**config.mk**
```make
export PLATFORM = sky130hd
export DESIGN_NAME = packet_router_n
export DESIGN_NICKNAME = d
export VERILOG_FILES = /design/src/rtl/packet_router_n.sv
export SDC_FILE = /design/constraint.sdc
export NUM_CORES = 2
export LEC_CHECK = 0
export ABC_AREA = 1
export BUFFER_PORTS_ARGS = -buffer_cell sky130_fd_sc_hd__buf_2
export CAP_MARGIN = 20
export CORE_MARGIN = 10
export CORE_UTILIZATION = 45
export DETAILED_ROUTE_END_ITERATION = 6
export GPL_TIMING_DRIVEN = 1
export PLACE_DENSITY_LB_ADDON = 0.12
export SLEW_MARGIN = 20
export SYNTH_ARGS = -nofsm -noshare
export SYNTH_HDL_FRONTEND = slang
export SYNTH_MEMORY_MAX_BITS = 65536
export SYNTH_SLANG_ARGS = --single-unit
```
**constraint.sdc**
```tcl
create_clock -name clk -period 5.4 [get_ports clk]
set_input_delay 0.81 -clock clk [delete_from_list [all_inputs] [get_ports clk]]
set_output_delay 0.81 -clock clk [all_outputs]
set_load 0.05 [all_outputs]
```
**src/rtl/packet_router_n.sv**
```systemverilog
// -----------------------------------------------------------------------------
// packet_router_n
// Routes packets from one AXI-Stream ingress to NUM_PORTS egress streams. The
// destination is the field tdata[SEL_LSB +: PSEL_W] of each packet's first
// beat; body beats follow their head. Each egress has a first-word-fall-through
// FIFO of DEPTH beats. A read-only AXI-Lite bank exposes packet counters.
//
// Ports
//   clk, resetn          : clock, asynchronous active-low reset
//   s_axil_ar*/r*        : AXI-Lite read channel (address bits [7:2] decoded)
//   s_axis_*             : ingress stream (tdata, tlast, tvalid, tready)
//   m_axis_*             : egress streams, port i at tdata slice i*TDATA_WIDTH
// Register map (word index): 0 rx_pkts, 1..NUM_PORTS tx_pkts[idx-1],
//   NUM_PORTS+1 config {8'h01, NUM_PORTS, DEPTH}, else 0 with SLVERR.
// -----------------------------------------------------------------------------
module packet_router_n #(
   parameter int NUM_PORTS   = 4,
   parameter int TDATA_WIDTH = 32,
   parameter int DEPTH       = 32,
   parameter int SEL_LSB     = 0
) (
   input  logic                             clk,
   input  logic                             resetn,
   input  logic [31:0]                      s_axil_araddr,
   input  logic                             s_axil_arvalid,
   output logic                             s_axil_arready,
   output logic [31:0]                      s_axil_rdata,
   output logic [1:0]                       s_axil_rresp,
   output logic                             s_axil_rvalid,
   input  logic                             s_axil_rready,
   input  logic [TDATA_WIDTH-1:0]           s_axis_tdata,
   input  logic                             s_axis_tlast,
   input  logic                             s_axis_tvalid,
   output logic                             s_axis_tready,
   output logic [NUM_PORTS*TDATA_WIDTH-1:0] m_axis_tdata,
   output logic [NUM_PORTS-1:0]             m_axis_tlast,
   output logic [NUM_PORTS-1:0]             m_axis_tvalid,
   input  logic [NUM_PORTS-1:0]             m_axis_tready
);

   localparam int PSEL_W = $clog2(NUM_PORTS);
   localparam int AW     = $clog2(DEPTH);
   localparam int PW     = AW + 1;

   typedef enum logic {
      ST_HEAD = 1'b0,
      ST_BODY = 1'b1
   } state_t;

   // ingress FSM
   state_t              state_q, state_d;
   logic [PSEL_W-1:0]   dest_q, dest_d;
   logic [PSEL_W-1:0]   head_sel;
   logic [PSEL_W-1:0]   cur_dest;
   logic                in_ready;
   logic                in_accept;

   // FIFOs
   logic [TDATA_WIDTH:0]                fifo_mem_q [NUM_PORTS][DEPTH];
   logic [NUM_PORTS-1:0][PW-1:0]        wr_ptr_q, wr_ptr_d;
   logic [NUM_PORTS-1:0][PW-1:0]        rd_ptr_q, rd_ptr_d;
   logic [NUM_PORTS-1:0]                empty, full, push, pop;

   // counters
   logic [31:0]                         rx_pkts_q, rx_pkts_d;
   logic [NUM_PORTS-1:0][31:0]          tx_pkts_q, tx_pkts_d;

   // AXI-Lite read path
   logic        rvalid_q, rvalid_d;
   logic [31:0] rdata_q, rdata_d;
   logic [1:0]  rresp_q, rresp_d;
   logic        ar_ready;
   logic        ar_hs;
   logic [5:0]  word;
   logic [5:0]  word_m1;
   logic [31:0] rd_val;
   logic [1:0]  rd_resp;
   logic        unused_bits;

   // Ingress steering: head beats route on their own select field, body beats
   // follow the latched destination. tready is held low while in reset.
   always_comb begin
      state_d  = state_q;
      dest_d   = dest_q;
      head_sel = s_axis_tdata[SEL_LSB +: PSEL_W];
      if (state_q == ST_HEAD) begin
         cur_dest = head_sel;
      end else begin
         cur_dest = dest_q;
      end
      in_ready  = resetn & ~full[cur_dest];
      in_accept = s_axis_tvalid & in_ready;
      case (state_q)
         ST_HEAD: begin
            if (in_accept && !s_axis_tlast) begin
               state_d = ST_BODY;
               dest_d  = head_sel;
            end else begin
               state_d = ST_HEAD;
            end
         end
         ST_BODY: begin
            if (in_accept && s_axis_tlast) begin
               state_d = ST_HEAD;
            end else begin
               state_d = ST_BODY;
            end
         end
         default: begin
            state_d = ST_HEAD;
         end
      endcase
   end

   // FIFO flags and pointer updates. Full is judged on the registered
   // occupancy only, so a pop in the same cycle does not admit a push.
   always_comb begin
      wr_ptr_d = wr_ptr_q;
      rd_ptr_d = rd_ptr_q;
      empty    = '0;
      full     = '0;
      push     = '0;
      pop      = '0;
      for (int i = 0; i < NUM_PORTS; i++) begin
         empty[i] = (wr_ptr_q[i] == rd_ptr_q[i]);
         full[i]  = (wr_ptr_q[i][AW] != rd_ptr_q[i][AW]) &&
                    (wr_ptr_q[i][AW-1:0] == rd_ptr_q[i][AW-1:0]);
      end
      for (int i = 0; i < NUM_PORTS; i++) begin
         push[i] = in_accept && (cur_dest == PSEL_W'(i));
         pop[i]  = ~empty[i] & m_axis_tready[i];
         if (push[i]) begin
            wr_ptr_d[i] = wr_ptr_q[i] + PW'(1);
         end else begin
            wr_ptr_d[i] = wr_ptr_q[i];
         end
         if (pop[i]) begin
            rd_ptr_d[i] = rd_ptr_q[i] + PW'(1);
         end else begin
            rd_ptr_d[i] = rd_ptr_q[i];
         end
      end
   end

   // FIFO storage; contents need no reset because the pointers qualify them.
   always_ff @(posedge clk) begin
      for (int i = 0; i < NUM_PORTS; i++) begin
         if (push[i]) begin
            fifo_mem_q[i][wr_ptr_q[i][AW-1:0]] <= {s_axis_tlast, s_axis_tdata};
         end
      end
   end

   // First-word-fall-through egress: the head entry is always presented.
   always_comb begin
      m_axis_tdata = '0;
      m_axis_tlast = '0;
      for (int i = 0; i < NUM_PORTS; i++) begin
         m_axis_tdata[i*TDATA_WIDTH +: TDATA_WIDTH] =
            fifo_mem_q[i][rd_ptr_q[i][AW-1:0]][TDATA_WIDTH-1:0];
         m_axis_tlast[i] = fifo_mem_q[i][rd_ptr_q[i][AW-1:0]][TDATA_WIDTH];
      end
      m_axis_tvalid = ~empty;
   end

   // Packet counters, free-running with natural 32-bit wrap.
   always_comb begin
      if (in_accept && s_axis_tlast) begin
         rx_pkts_d = rx_pkts_q + 32'd1;
      end else begin
         rx_pkts_d = rx_pkts_q;
      end
      tx_pkts_d = tx_pkts_q;
      for (int i = 0; i < NUM_PORTS; i++) begin
         if (pop[i] && m_axis_tlast[i]) begin
            tx_pkts_d[i] = tx_pkts_q[i] + 32'd1;
         end else begin
            tx_pkts_d[i] = tx_pkts_q[i];
         end
      end
   end

   // AXI-Lite register decode and read-response holding.
   always_comb begin
      ar_ready = resetn & ~rvalid_q;
      ar_hs    = s_axil_arvalid & ar_ready;
      word     = s_axil_araddr[7:2];
      word_m1  = word - 6'd1;
      rd_val   = 32'd0;
      rd_resp  = 2'b10;
      if (word == 6'd0) begin
         rd_val  = rx_pkts_q;
         rd_resp = 2'b00;
      end else if (word <= 6'(NUM_PORTS)) begin
         rd_val  = tx_pkts_q[word_m1[PSEL_W-1:0]];
         rd_resp = 2'b00;
      end else if (word == 6'(NUM_PORTS + 1)) begin
         rd_val  = {8'h01, 8'(NUM_PORTS), 16'(DEPTH)};
         rd_resp = 2'b00;
      end else begin
         rd_val  = 32'd0;
         rd_resp = 2'b10;
      end
      rvalid_d = rvalid_q;
      rdata_d  = rdata_q;
      rresp_d  = rresp_q;
      if (ar_hs) begin
         rvalid_d = 1'b1;
         rdata_d  = rd_val;
         rresp_d  = rd_resp;
      end else if (rvalid_q && s_axil_rready) begin
         rvalid_d = 1'b0;
      end else begin
         rvalid_d = rvalid_q;
      end
   end

   assign unused_bits = ^{s_axil_araddr[31:8], s_axil_araddr[1:0], word_m1};

   // State, pointer, counter and read-channel registers.
   always_ff @(posedge clk or negedge resetn) begin
      if (!resetn) begin
         state_q   <= ST_HEAD;
         dest_q    <= '0;
         wr_ptr_q  <= '0;
         rd_ptr_q  <= '0;
         rx_pkts_q <= 32'd0;
         tx_pkts_q <= '0;
         rvalid_q  <= 1'b0;
         rdata_q   <= 32'd0;
         rresp_q   <= 2'b00;
      end else begin
         state_q   <= state_d;
         dest_q    <= dest_d;
         wr_ptr_q  <= wr_ptr_d;
         rd_ptr_q  <= rd_ptr_d;
         rx_pkts_q <= rx_pkts_d;
         tx_pkts_q <= tx_pkts_d;
         rvalid_q  <= rvalid_d;
         rdata_q   <= rdata_d;
         rresp_q   <= rresp_d;
      end
   end

   assign s_axis_tready  = in_ready;
   assign s_axil_arready = ar_ready;
   assign s_axil_rvalid  = rvalid_q;
   assign s_axil_rdata   = rdata_q;
   assign s_axil_rresp   = rresp_q;

endmodule

```
Word-level counts from Yosys, hierarchy flattened

Memory sizes are Yosys's and may differ from the RTL's.
Index checks and enable logic that the tools add are counted.

$add $sub $neg: 14
Magnitude comparators: 15
Equality and inequality tests: 16
Muxes and demuxes: 53
Bitwise gates (word level): 24
Reductions and logical operators: 27

Operator list:

| kind                                                                             | count |
|---|---|
| 1056-bit 2-to-1 mux                                                              | 10 |
| 1056-bit OR reduction                                                            | 3 |
| 33-bit binary-select mux with 5-bit select                                       | 4 |
| 33-bit demux with 5-bit select                                                   | 4 |
| 33-bit 2-to-1 mux                                                                | 12 |
| 32-bit by 1-bit adder with 32-bit output, second input constant                  | 5 |
| 32-bit 2-to-1 mux                                                                | 3 |
| 32-bit binary-select mux with 2-bit select                                       | 1 |
| 6-bit by 1-bit adder with 6-bit output, second input constant                    | 8 |
| 6-bit >= comparator, second input constant                                       | 8 |
| 5-bit inverter with 6-bit output                                                 | 8 |
| 25-bit 2-to-1 mux                                                                | 1 |
| 6-bit == test                                                                    | 4 |
| 6-bit by 1-bit less-than comparator with 1-bit output, second input constant     | 4 |
| 5-bit == test                                                                    | 4 |
| 1-bit logical AND                                                                | 19 |
| 2-bit 2-to-1 mux                                                                 | 7 |
| 1-bit 2-to-1 mux                                                                 | 9 |
| 1-bit AND                                                                        | 8 |
| 1-bit inverter                                                                   | 7 |
| 6-bit by 3-bit == test with 1-bit output, second input constant                  | 1 |
| 6-bit by 3-bit less-or-equal comparator with 1-bit output, second input constant | 1 |
| 6-bit zero test                                                                  | 1 |
| 2-bit by 3-bit less-than comparator with 1-bit output, second input constant     | 2 |
| other kinds (11)                                                                 | 15 |

Register bits after elaboration: 246
Memory bits (writable): 4224
Bits of input ports: 74
Output and inout port bits: 173
Word-level logic and storage cells: 168
Memories: 1

Memory list:

| name       | depth | bits a word | rd ports | clocked after memory_dff | wr ports | RTL line | text |
|---|---|---|---|---|---|---|---|
| fifo_mem_q | 4     | 1056        | 4        | 0                        | 1        | 59       | `logic [TDATA_WIDTH:0] fifo_mem_q [NUM_PORTS][DEPTH];` |

Logic depth before layout (Yosys ltp)

Word-level depth: 14
Depth in mapped cells: 14

Least setup slack after synthesis

No wires, ideal clock.

Path type: input-to-reg
Start: input port s_axis_tdata[0]
End: memory fifo_mem_q[3][165] (netlist name), enable pin
Data arrival time: 4152 ps
Required time: 4936 ps
Setup slack: 783 ps
Stages on the path: 11
Cell sequence: nand2_1 nand2_1 nand2_1 nor2_1 nand3_1 nand3_1 nor3_2 buf_4 nand2_1 buf_2 nor3_1

Longest elaborated chain between the ends: 13

RTL lines:

| item                                                                                  | RTL line | text |
|---|---|---|
| from (decl)                                                                           | 31       | `input logic [TDATA_WIDTH-1:0] s_axis_tdata,` |
| 2-bit 2-to-1 mux *                                                                    | 86       | `if (state_q == ST_HEAD) begin` |
| 1-bit binary-select mux with 2-bit select                                             | 91       | `in_ready = resetn & ~full[cur_dest];` |
| 1-bit 2-to-1 mux (implied by the code)                                                | 91       |  |
| 1-bit inverter                                                                        | 91       |  |
| 1-bit AND                                                                             | 91       |  |
| 1-bit AND                                                                             | 92       | `in_accept = s_axis_tvalid & in_ready;` |
| 1-bit logical AND                                                                     | 130      | `push[i] = in_accept && (cur_dest == PSEL_W'(i));` |
| 1-bit 2-to-1 mux                                                                      | 148      | `if (push[i]) begin` |
| 1056-bit 2-to-1 mux (implied by the code)                                             | 149      | `fifo_mem_q[i][wr_ptr_q[i][AW-1:0]] <= {s_axis_tlast, s_axis_tdata};` |
| 1056-bit OR reduction (no line)                                                       | n/a      |  |
| 2-bit 2-to-1 mux (no line) / 1056-bit 2-to-1 mux (equally long branches) (3 in a row) | n/a      |  |
| to (decl)                                                                             | 59       |  |

Every way passes the cells marked *; elsewhere a longest branch is shown, timed or not. The select of a mux whose other input is x is not followed.

Worst setup path after layout

Start: register rd_ptr_q[7] (netlist name)
End: output port m_axis_tlast[1]

Longest elaborated chain between the ends: 4

RTL lines:

| item                                                   | RTL line | text |
|---|---|---|
| from (decl)                                            | 61       | `logic [NUM_PORTS-1:0][PW-1:0] rd_ptr_q, rd_ptr_d;` |
| from (signal assigned)                                 | 236      | `rd_ptr_q <= rd_ptr_d;` |
| 5-bit inverter with 6-bit output (implied by the code) | 161      | `m_axis_tlast[i] = fifo_mem_q[i][rd_ptr_q[i][AW-1:0]][TDATA_WIDTH];` |
| 33-bit binary-select mux with 5-bit select             | 161      |  |
| 33-bit 2-to-1 mux (implied by the code) (2 in a row)   | 161      |  |
| to (decl)                                              | 36       | `output logic [NUM_PORTS-1:0] m_axis_tlast,` |

No other way between the ends. The select of a mux whose other input is x is not followed.

==> flow_metrics.tcl <==
set metrics [dict create \
    pwr-share-comb 0.357 \
    worst_setup_path_start_kind "flip-flop" \
    sw_frac_of_total 0.399 \
    p_clk_frac 0.284 \
    layout.nets 14202 \
    synth_most_common_cell "edfxtp_1" \
    grt_pass1_vias 114134 \
    grt_max_degree 209 \
    port_buffers 219 \
    cts_tree "yes" \
    synth_xor_area_frac 0.00922 \
    finalCritPeriodShare 0.965 \
    power_density_nw_per_um2 540 \
    vias_per_cell 5.98 \
    tightest_slew_ns 1.17 \
    tns_ns 0 \
    grt_overflow 0 \
    core_um2 397000 \
    netlist_area_um2 180000 \
    synthesis.instances 14074 \
    synthArstFlopShare 0.0548 \
    synth_ff_type "edfxtp_1" \
    synth.avg_cell_area_um2 12.8 \
    slew_headroom 0.220 \
    drt_iter0_drc 12814 \
    path_class "reg2out" \
    fin_skew_ns 0.0666 \
    gp_congestion 0.875 \
    ys_types 41 \
    end_kind "primary output" \
    ir_worst_vdd_mv 0.746 \
    status "complete, no violations" \
    intPower_w 0.0656 \
    synth_top_family_by_area "compound AO/OA/AOI/OAI gates" \
    dr.pass1.iters 7 \
    yosys-mux-area-fraction 0 \
    synth_compound_area_frac 0.119 \
    p_leak_nw 65.8 \
    route.detailed.drc 0 \
    grt_antenna_before_repair 30 \
    yosysTopAreaCell "edfxtp_1" \
    ys_top_cells_by_area "edfxtp_1 71%, o21ai_0 6.6%, nor2_1 5.0%, dfrtp_1 3.4%, nand2_1 2.5%" \
    clkLatencyLatePin_ns 1.00 \
    finalHoldViolCount 0 \
    netlist.area_leader.share 0.707 \
    hold_class "in2reg" \
    grt_setup_unrepaired "no" \
    cts_buffers 459 \
    post-route-min-period_ns 5.21 \
    die_area_um2 425000 \
    slew_viol_final 0 \
    power_switching_w 0.0436 \
    critical_path_required_ns 4.59 \
    rows 231 \
    max_freq_mhz 192 \
    initial_core_util 0.453 \
    drt-total-wl_mm 544 \
    num_vias 118133 \
    max_cap_viol_count 0 \
    synthSimpleGateAreaFrac 0.101 \
    synth_common_cells "4224 x edfxtp_1, 2407 x nor2_1, 2383 x o21ai_0, 1185 x nand2_1, 746 x clkbuf_1" \
    synth_edf_count 4224 \
    clk_pin_slew_worst_paths_ns 0.06 \
    whs_ns 0.144 \
    fp.dieH_um 652 \
    ys_seq_area_frac 0.741 \
    setup_viol 0 \
    cts_root_buffer "clkbuf_16" \
    cp.arrival_ns 4.40 \
    hpwl_mm 298 \
    cts_max_path_buffers 4 \
    drive_gt1_frac 0.0952 \
    wl_per_cell_um 27.6 \
    pin_count 247 \
    grt_pass1_wl_mm 785 \
    htree_levels 5 \
    seqPwrFrac 0.359 \
    ant_nets 0 \
    grtUsageTotal 0.246 \
    synth_seq_cells 4469 \
    synth_fa_ha_area_frac 0.00188 \
    yosysWarningCount 0 \
    fillers 33579 \
    clock-sinks 4469 \
    area_growth_pct 12.7 \
    fp.dieW_um 652 \
    syn_nets 14175 \
    path_max_fanout 186 \
]
path summary, 6_finish.rpt:
| check | start | to | slack, ns | cells after the start |
|---|---|---|---|---|
| max in group asynchronous | resetn | rd_ptr_q[18] | 3.13 | 4 |
| setup / recovery | rd_ptr_q[7] | m_axis_tlast[1] | 0.19 | 9 |
| min in group asynchronous | resetn | tx_pkts_q[72] | 0.29 | 2 |
| setup reg to reg | rd_ptr_q[7] | fifo_mem_q[1][271] | 1.04 | 12 |
| hold reg to reg | tx_pkts_q[58] | tx_pkts_q[58] | 0.47 | 2 |
| hold / removal | s_axis_tdata[1] | fifo_mem_q[3][100] | 0.14 | 1 |
per-layer routing:
layer	GRT usage	share of wire	up-vias
li1	-	-	52435
met1	0.341	0.42	60256
met2	0.404	0.48	4575
met3	0.0303	0.070	865
met4	0.0825	0.035	2
met5	0	0.000024	-
cells in the final DEF, fill, tap and decap left out, types with 57 or more instances in the layout:
master,synthesis,routed
nor3_1,157,84
clkbuf_16,0,465
o221ai_1,487,487
nor3_2,2,73
o22ai_1,554,554
clkbuf_1,746,106
dfrtp_1,245,229
nor2_4,1,58
clkinv_1,17,123
edfxtp_1,4224,4224
inv_1,259,245
nand3_1,382,380
nor2_1,2407,2350
nand2_1,1185,1184
xor2_1,133,133
buf_12,0,57
nand4_1,267,267
o211ai_1,105,105
buf_4,35,306
buf_2,170,165
o21ai_0,2383,2378
clkinv_2,0,81
a21oi_1,78,78
power groups by stage:
stage	registers [W]	logic [W]	clock network, W
after detailed placement	0.0399	0.0389	0
after global placement	0.0399	0.0383	0
after CTS	0.0392	0.0390	0.0315
final	0.0392	0.0390	0.0310
after global routing	0.0392	0.0419	0.0329
after floorplan	0.0394	0.0239	0
timing repair:
item	CTS	global route
resized for setup	0	7
hold buffers	2	0
hold endpoints to repair	12	0
gates cloned	0	1
endpoints found under the setup margin	2	19
setup buffers	1	0
cell type report:
type | instances | area [um^2] | share of cell area
flip-flops and latches | 4469 | 133000 | 0.657
diodes | 15 | 37.5 | 0.000185
multi-input cells | 8322 | 42200 | 0.208
clock inverters | 271 | 2590 | 0.0128
inverters | 282 | 1120 | 0.00553
well taps | 5242 | 6560 | 0.0324
repair buffers | 567 | 4770 | 0.0236
clock buffers | 577 | 12100 | 0.0598
state kept, by name, summed over array words and instances (netlist names), named ones only:
| name | count |
|---|---|
| tx_pkts_q | 128 |
| s_axil_rdata | 32 |
| wr_ptr_q | 24 |
| rd_ptr_q | 24 |
| s_axil_rresp | 1 |
| s_axil_rvalid | 1 |
| rx_pkts_q | 32 |
| dest_q | 2 |
| fifo_mem_q | 4224 |
critical path: stages, from the launching register on:
cell and delay, ns:
dfrtp_4 0.76, inv_8 0.23, buf_16 0.59, o21ai_0 0.21, o22ai_1 0.20, nand2_1 0.07, nand4_1 0.45, nand2_1 0.40
inv_1 0.11, buf_2 0.27
kinds of logic after synthesis:
| kind of cell | Yosys count |
|---|---|
| buffers and inverters | 1283 |
| and+or+nand+nor | 4427 |
| adders and majority gates | 27 |
| DFF | 4469 |
| xor gates and xnor gates | 189 |
| other | 1 |
| AOI/OAI and AO/OA | 3678 |
metrics by stage:
step	cells	power [W]	util	setup WS [ns]	area (um^2)
2_1_floorplan	14074	0.0633	-	0.783	180000
3_3_place_gp	18876	0.0782	0.473	1.03	188000
3_5_place_dp	18876	0.0788	0.473	1.03	188000
4_1_cts	19727	0.110	0.510	0.00489	202000
5_1_grt	19731	0.114	0.510	0.0277	202000
6_report	19745	0.109	0.510	0.190	202000
Note: power is estimated with default switching activity, not from simulation.
